--- src/rtl/fifo_frame_tx_if.sv ---
// Sample-FIFO read port seen by the frame transmitter.
// master = transmitter side, slave = FIFO side.
interface fifo_frame_tx_if #(
    parameter int DATA_WIDTH = 24
);
    logic                  fifo_empty;
    logic [DATA_WIDTH-1:0] fifo_data_out;
    logic                  fifo_rd_en;

    modport master (
        input  fifo_empty,
        input  fifo_data_out,
        output fifo_rd_en
    );

    modport slave (
        output fifo_empty,
        output fifo_data_out,
        input  fifo_rd_en
    );
endinterface

--- src/rtl/fifo_frame_tx.sv ---
// Pops one 24-bit sample and sends it as a 6-byte 8N1 UART frame:
// HEADER, seq, D[23:16], D[15:8], D[7:0], checksum.
module fifo_frame_tx #(
    parameter int          CLK_DIV    = 87,
    parameter int          DATA_WIDTH = 24,
    parameter logic [7:0]  HEADER     = 8'hA5
) (
    input  logic                  clk,
    input  logic                  rst,
    input  logic                  enable,
    fifo_frame_tx_if.master       ff,
    output logic                  tx,
    output logic                  busy,
    output logic                  frame_done,
    output logic [7:0]            seq
);

    localparam logic [15:0] BIT_LAST = 16'(CLK_DIV - 1);

    typedef enum logic [2:0] {
        IDLE,
        POP,
        LATCH,
        START,
        DATA,
        STOP
    } state_t;

    state_t                state_q, state_d;
    logic [15:0]           cnt_q, cnt_d;
    logic [3:0]            bit_q, bit_d;
    logic [2:0]            byte_q, byte_d;
    logic [DATA_WIDTH-1:0] word_q, word_d;
    logic [7:0]            chk_q, chk_d;
    logic [7:0]            seq_q, seq_d;
    logic                  tx_q, tx_d;
    logic                  armed_q;
    logic                  rd_en;
    logic [7:0]            cur_byte;
    logic [7:0]            lat_chk;
    logic                  cnt_zero;

    assign cnt_zero = (cnt_q == 16'd0);

    assign lat_chk = seq_q
                   + ff.fifo_data_out[23:16]
                   + ff.fifo_data_out[15:8]
                   + ff.fifo_data_out[7:0];

    always_comb begin
        case (byte_q)
            3'd0:    cur_byte = HEADER;
            3'd1:    cur_byte = seq_q;
            3'd2:    cur_byte = word_q[23:16];
            3'd3:    cur_byte = word_q[15:8];
            3'd4:    cur_byte = word_q[7:0];
            default: cur_byte = chk_q;
        endcase
    end

    always_comb begin
        state_d    = state_q;
        cnt_d      = cnt_q;
        bit_d      = bit_q;
        byte_d     = byte_q;
        word_d     = word_q;
        chk_d      = chk_q;
        seq_d      = seq_q;
        tx_d       = tx_q;
        rd_en      = 1'b0;
        frame_done = 1'b0;

        case (state_q)
            IDLE: begin
                // armed_q holds off the first pop until a clock edge after reset
                if (armed_q && enable && !ff.fifo_empty) begin
                    rd_en   = 1'b1;
                    state_d = POP;
                end
            end
            POP: begin
                state_d = LATCH;
            end
            LATCH: begin
                word_d  = ff.fifo_data_out;
                chk_d   = lat_chk;
                byte_d  = 3'd0;
                bit_d   = 4'd0;
                cnt_d   = BIT_LAST;
                tx_d    = 1'b0;
                state_d = START;
            end
            START: begin
                if (cnt_zero) begin
                    cnt_d   = BIT_LAST;
                    bit_d   = 4'd0;
                    tx_d    = cur_byte[0];
                    state_d = DATA;
                end else begin
                    cnt_d = cnt_q - 16'd1;
                end
            end
            DATA: begin
                if (cnt_zero) begin
                    cnt_d = BIT_LAST;
                    if (bit_q == 4'd7) begin
                        tx_d    = 1'b1;
                        state_d = STOP;
                    end else begin
                        bit_d = bit_q + 4'd1;
                        tx_d  = cur_byte[bit_q[2:0] + 3'd1];
                    end
                end else begin
                    cnt_d = cnt_q - 16'd1;
                end
            end
            STOP: begin
                if (cnt_zero) begin
                    if (byte_q == 3'd5) begin
                        frame_done = 1'b1;
                        seq_d      = seq_q + 8'd1;
                        state_d    = IDLE;
                    end else begin
                        byte_d  = byte_q + 3'd1;
                        cnt_d   = BIT_LAST;
                        tx_d    = 1'b0;
                        state_d = START;
                    end
                end else begin
                    cnt_d = cnt_q - 16'd1;
                end
            end
            default: begin
                state_d = IDLE;
            end
        endcase
    end

    always_ff @(posedge clk or negedge rst) begin
        if (!rst) begin
            state_q <= IDLE;
            cnt_q   <= '0;
            bit_q   <= '0;
            byte_q  <= '0;
            word_q  <= '0;
            chk_q   <= '0;
            seq_q   <= '0;
            tx_q    <= 1'b1;
            armed_q <= 1'b0;
        end else begin
            state_q <= state_d;
            cnt_q   <= cnt_d;
            bit_q   <= bit_d;
            byte_q  <= byte_d;
            word_q  <= word_d;
            chk_q   <= chk_d;
            seq_q   <= seq_d;
            tx_q    <= tx_d;
            armed_q <= 1'b1;
        end
    end

    assign ff.fifo_rd_en = rd_en;
    assign tx            = tx_q;
    assign busy          = (state_q != IDLE);
    assign seq           = seq_q;

endmodule

--- src/flat_wrapper.sv ---
// flat-port wrapper written by rule: the top's interface ports become plain ports
module fifo_frame_tx_flat 
#(
    parameter int          CLK_DIV    = 87,
    parameter int          DATA_WIDTH = 24,
    parameter logic [7:0]  HEADER     = 8'hA5
)
  (clk, rst, enable, tx, busy, frame_done, seq, ff_fifo_empty, ff_fifo_data_out, ff_fifo_rd_en);
  fifo_frame_tx_if #(.DATA_WIDTH(DATA_WIDTH)) ff_i ();
  input  logic clk;
  input  logic rst;
  input  logic enable;
  output logic tx;
  output logic busy;
  output logic frame_done;
  output logic [7:0] seq;
  input wire logic [$bits(ff_i.fifo_empty)-1:0] ff_fifo_empty;
  input wire logic [$bits(ff_i.fifo_data_out)-1:0] ff_fifo_data_out;
  output wire logic [$bits(ff_i.fifo_rd_en)-1:0] ff_fifo_rd_en;
  assign ff_i.fifo_empty = ff_fifo_empty;
  assign ff_i.fifo_data_out = ff_fifo_data_out;
  assign ff_fifo_rd_en = ff_i.fifo_rd_en;
  fifo_frame_tx #(.CLK_DIV(CLK_DIV), .DATA_WIDTH(DATA_WIDTH), .HEADER(HEADER)) u_core (.clk(clk), .rst(rst), .enable(enable), .ff(ff_i), .tx(tx), .busy(busy), .frame_done(frame_done), .seq(seq));
endmodule
--- config.mk ---
export PLATFORM = sky130hd
export DESIGN_NAME = fifo_frame_tx_flat
export DESIGN_NICKNAME = d
export VERILOG_FILES = /design/src/rtl/fifo_frame_tx_if.sv /design/src/rtl/fifo_frame_tx.sv /design/src/flat_wrapper.sv
export SDC_FILE = /design/constraint.sdc
export NUM_CORES = 1
export LEC_CHECK = 0
export ABC_CLOCK_PERIOD_IN_PS = 3400
export BUFFER_PORTS_ARGS = -buffer_cell sky130_fd_sc_hd__clkbuf_2
export CORE_MARGIN = 2
export CORE_UTILIZATION = 30
export CTS_CLUSTER_DIAMETER = 150
export DETAILED_ROUTE_END_ITERATION = 8
export MAX_ROUTING_LAYER = met4
export PLACE_DENSITY = 0.46
export SLEW_MARGIN = 20
export SYNTH_ARGS = -nofsm -noshare
export SYNTH_HDL_FRONTEND = slang
export SYNTH_SLANG_ARGS = --single-unit
--- constraint.sdc ---
create_clock -name clk -period 3.4 [get_ports clk]
set_clock_uncertainty 0.15 [all_clocks]
set_input_delay 0.68 -clock clk [delete_from_list [all_inputs] [get_ports clk]]
set_output_delay 0.68 -clock clk [all_outputs]
set_load 0.005 [all_outputs]
=== Word-level counts from Yosys, hierarchy flattened ===
Cells that the tools add are included.

* Equality and inequality tests: 19
* Muxes and demuxes: 32
* Reduce and logical (&&, ||, !) cells: 18
* Add/subtract/negate cells: 8
* Magnitude comparators: 1

{| class="wikitable"
|+ Operators by type and width
! operator !! number
|-
| 2-to-1 mux 16 bit || 3
|-
| one-hot mux 16 bit (3 select lines) || 1
|-
| one-hot mux 8 bit (5 select lines) || 1
|-
| adder 8 bit || 3
|-
| 2-to-1 mux 3 bit || 7
|-
| one-hot mux 3 bit (6 select lines) || 1
|-
| zero test 16 bit || 1
|-
| subtractor 16 x 1 -> 16 bit, second input constant || 1
|-
| == test 3 x 2 -> 1 bit, second input constant || 4
|-
| == test 3 bit, second input constant || 4
|-
| 2-to-1 mux 4 bit || 3
|-
| one-hot mux 4 bit (3 select lines) || 1
|-
| 2-to-1 mux 1 bit || 11
|-
| != test 2 x 1 -> 1 bit, second input constant || 5
|-
| AND reduction 5 bit || 2
|-
| nonzero test 3 bit || 3
|-
| adder 8 x 1 -> 8 bit, second input constant || 1
|-
| adder 3 x 1 -> 3 bit, second input constant || 2
|-
| == test 3 x 1 -> 1 bit, second input constant || 2
|-
| zero test 3 bit || 2
|-
| one-hot mux 3 bit (2 select lines) || 1
|-
| AND reduction 3 bit || 2
|-
| adder 4 x 1 -> 4 bit, second input constant || 1
|-
| == test 4 x 3 -> 1 bit, second input constant || 1
|-
| other kinds (13) || 15
|}

* Input bits: 28
* Word-level logic and storage cells: 87
* Register bits after elaboration: 68
* Output and inout bits: 12

=== Logic depth before layout (Yosys ltp) ===
* Depth after elaboration: 7
* Gate-level depth with buffers: 12

=== Worst setup path before layout ===
Ideal clock, no wire load.

* Path type: input to register
* From: input port ff_fifo_data_out[1]
* To: register u_core.chk_q[7]
* Required time: 3.114 ns
* Buffers on the path: 0
* Stages on the path: 12
* Slack: 0.152 ns
* Data arrival time: 2.963 ns
* Cells stage by stage: inv_1 > fa_1 > fa_1 > inv_1 > ha_1 > fa_1 > a21oi_1 > nor2_1 > nor2_1 > o21ai_0 > xnor2_1 > o21ai_0

* Word-level cells in the longest chain between the ends: 1

{| class="wikitable"
|+ RTL lines
! item !! line !! RTL
|-
| start, declared || flat_wrapper.sv:18 || <nowiki>input wire logic [$bits(ff_i.fifo_data_out)-1:0] ff_fifo_data_out;</nowiki>
|-
| adder 8 bit || fifo_frame_tx.sv:48 || <nowiki>+ ff.fifo_data_out[7:0];</nowiki>
|-
| end signal, assigned || fifo_frame_tx.sv:156 || <nowiki>chk_q <= chk_d;</nowiki>
|-
| end, declared || fifo_frame_tx.sv:34 || <nowiki>logic [7:0] chk_q, chk_d;</nowiki>
|}

No other way between the ends.
A chain may end at the register's enable or synchronous reset.

=== Worst setup path after layout ===
* From: register u_core.cnt_q[7]
* To: output port frame_done

* Word-level cells in the longest chain between the ends: 3

{| class="wikitable"
|+ RTL lines
! item !! line !! RTL
|-
| start, declared || fifo_frame_tx.sv:30 || <nowiki>logic [15:0] cnt_q, cnt_d;</nowiki>
|-
| start signal, assigned || fifo_frame_tx.sv:152 || <nowiki>cnt_q <= cnt_d;</nowiki>
|-
| zero test 16 bit || fifo_frame_tx.sv:43 || <nowiki>assign cnt_zero = (cnt_q == 16'd0);</nowiki>
|-
| 2-to-1 mux 1 bit || fifo_frame_tx.sv:118 || <nowiki>if (cnt_zero) begin</nowiki>
|-
| 2-to-1 mux 1 bit || fifo_frame_tx.sv:73 || <nowiki>case (state_q)</nowiki>
|-
| end, declared || flat_wrapper.sv:15 || <nowiki>output logic frame_done;</nowiki>
|}

No other way between the ends.

==> impl_metrics.csv <==
group,metric,value,unit
global_routing,grt_overflow,0,
setup_path,cp.buffers_inverters,1,
synth,ys_ff_latch,68,
min_path,hp-class,"reg2reg",
global_routing,grt_pass1_vias,3511,
setup_path,worst_ep_arrival_time,2290,ps
die,die-area,15000,µm²
clocking,insertion_delay,340,ps
final_layout,drive_above_1_share,14.7,%
clocking,cts_htree_levels,3,
global_routing,grt.total_usage,16.4,%
placed_design,dpl.hpwl,7700,µm
synth,ys_seq_area_share,40.4,%
placed_design,place_ws,-32.6,ps
global_routing,antenna_found_initial,0,
clocking,cts_buffers,9,
global_routing,grt_pass1_wl,18100,µm
sta,fin_crit_sh,91.7,%
setup_path,path_delay_family,"simple AND/OR/NAND/NOR gates",
sta,slew_viol_final,0,
synth,syn_nets,534,
routing,wirelength,10700,µm
sta,fin_crit,3120,ps
sta,fin_tns_setup,0,ps
run,cap_violations,0,
routing,wire_per_inst,15.4,µm
synth,synth_most_common_cell,"nand2_1",
clocking,cts_resized,0,
setup_path,end_kind,"output port",
final_layout,fillers,1456,
synth,synthArstFlopShare,100,%
setup_path,required,2570,ps
die,start_util,30.5,%
synth,synth_edf_count,0,
synth,synth_top_area_share,39.8,%
routing,routed_via_density,4.88,
setup_path,reg2reg_from,"u_core.cnt_q[7]",
die,die_width,123,µm
setup_path,crit_path_max_incr_delay,480,ps
routing,drc_errors,0,
final_layout,fin_nets,570,
routing,drtAntennaViolNets,0,
placed_design,place.gp.congestion,0.823,
clocking,clockRootBuffer,"clkbuf_16",
setup_path,startpoint,"u_core.cnt_q[7]",
synth,synthTopCellsByCount,"nand2_1 (87), dfrtp_1 (67), o21ai_0 (42), inv_1 (39), nor2_1 (36)",
setup_path,crit_slowest_cell,"nor3_1",
outcome,outcome,"finished clean",
min_path,hold_start,"u_core.word_q[0]",
final_layout,multi_input_area,2260,µm²
sta,worst_slack,283,ps
routing,via_count,3400,
global_routing,grt_max_degree,69,
die,die_h,123,µm
clocking,path_clk_slew,60,ps
synth,yosysTopAreaCell,"dfrtp_1",
final_layout,register_area,1700,µm²
synth,yosys-top-cells-area,"dfrtp_1 (40%), nand2_1 (7.7%), fa_1 (6.7%), o21ai_0 (5.0%), ha_1 (4.8%)",
setup_path,path_cells,"or3_4 -> nor3_1 -> nand2_1 -> nor4_1 -> clkbuf_2",
pwr,powerDensity,612,nW/µm²
clocking,cts_max_path_buffers,2,
pwr,ir_worst_vdd,0.000276,V
setup_path,cp-start-kind,"flop",
routing,dr.pass1.iters,4,
synth,syn_area,4210,µm²
placed_design,numPortBuffers,39,
clocking,hold_buffers,0,
pwr,finalPower,3.01,mW
clocking,cts_tree,"built",
synth,yosysUniqueCellTypes,57,
sta,rsz0062_at_grt,"false",
clocking,post_cts_buffers,0,
pwr,total_leakage_power,2.29,nW
sta,hold_ws,327,ps
setup_path,critPathKind,"reg2out",
routing,drtIter0Drc,255,
final_layout,area_growth,16.7,%
sta,slew_headroom,40.0,%
synth,postSynthAreaPerCell,8.85,µm²
sta,hold_violations,0,
setup_path,cp_max_fo,5,
synth,synthFlopType,"dfrtp_1",
final_layout,antenna_cells,0,
synth,ys.warnings.count,0,
sta,worst_pin_slew,900,ps
die,core-area,13800,µm²
sta,timing.fmax,321,MHz
die,rows,43,
die,ios,40,
clocking,clock_sinks,68,
synth,syn-instance-count,476,
sta,finalSetupViolations,0,
-- logic make-up after synthesis --
family	synth area share (%)
simple gates	20.6
buf+inv	6.00
compound gates	14.3
other cells	0.0890
flops	40.4
xor+xnor	6.44
fa+ha+maj	11.4
mux	0.742
-- worst paths after layout --
check | end | slack, ps | cells past startpoint
setup / recovery | frame_done | 280 | 5
hold / removal | u_core.word_q[0] | 330 | 2
hold reg to reg | u_core.word_q[0] | 330 | 2
setup reg to reg | u_core.cnt_q[10] | 440 | 7
max in group asynchronous | u_core.seq[3] | 2130 | 2
min in group asynchronous | u_core.cnt_q[1] | 400 | 2
-- flip-flops by register name (all words and copies together), names as in the netlist, 3 cells and up --
| signal | flops |
|---|---|
| u_core.chk_q | 8 |
| u_core.bit_q | 4 |
| u_core.cnt_q | 16 |
| u_core.word_q | 24 |
| u_core.seq | 8 |
| u_core.byte_q | 3 |
| u_core.state_q | 3 |
-- final cells by class --
class / count / share of cell area, %
Multi-Input combinational cell: 346 / 45.9
Sequential cell: 68 / 34.6
Clock buffer: 13 / 5.70
Timing Repair Buffer: 48 / 5.34
Tap cell: 180 / 4.58
Inverter: 39 / 2.98
Clock inverter: 3 / 0.865
-- metrics by stage --
step           util [%]  cell area (µm²)  std cells
6_report           35.6             4920        697
5_1_grt            35.6             4920        697
2_1_floorplan         -             4210        476
4_1_cts            35.6             4920        697
3_5_place_dp       33.2             4600        681
3_3_place_gp       33.2             4600        681
-- worst reg2reg max path, cell delays in order, from the launching register on --
cell     delay, ps
dfrtp_1        400
or3_4          390
nor3_1         480
buf_4          250
nand4_1        540
nand4_1        350
xor2_1         180
nor2_1          60
-- where the power goes --
part	leakage (nW)	internal (mW)	switching, mW
Clock	0.158	0.647	0.365
Combinational	1.27	0.323	0.426
Sequential	0.864	1.07	0.179
-- routing by layer --
metal | GRT usage (%) | wire length (µm) | up-vias
li1 | - | - | 1665
met2 | 25.0 | 5100 | 62
met3 | 3.30 | 438 | 14
met1 | 21.4 | 5020 | 1659
met4 | 6.39 | 167 | 0
met5 | - | 0 | -
-- cells in the final DEF (no fill, tap or decap), drive strengths merged, types with 3 or more instances in the layout --
cell / n
a211oi: 3
a21oi: 14
a221oi: 3
a22oi: 6
a31oi: 4
a32oi: 4
and2: 4
buf: 10
clkbuf: 51
dfrtp: 67
fa: 14
ha: 16
inv: 39
nand2: 87
nand2b: 7
nand3: 10
nand3b: 3
nand4: 7
nor2: 36
nor2b: 4
nor3: 13
o21ai: 42
o22ai: 4
o31ai: 3
or3: 4
xnor2: 18
xor2: 13
No activity file was read; power rests on OpenSTA's default activity.
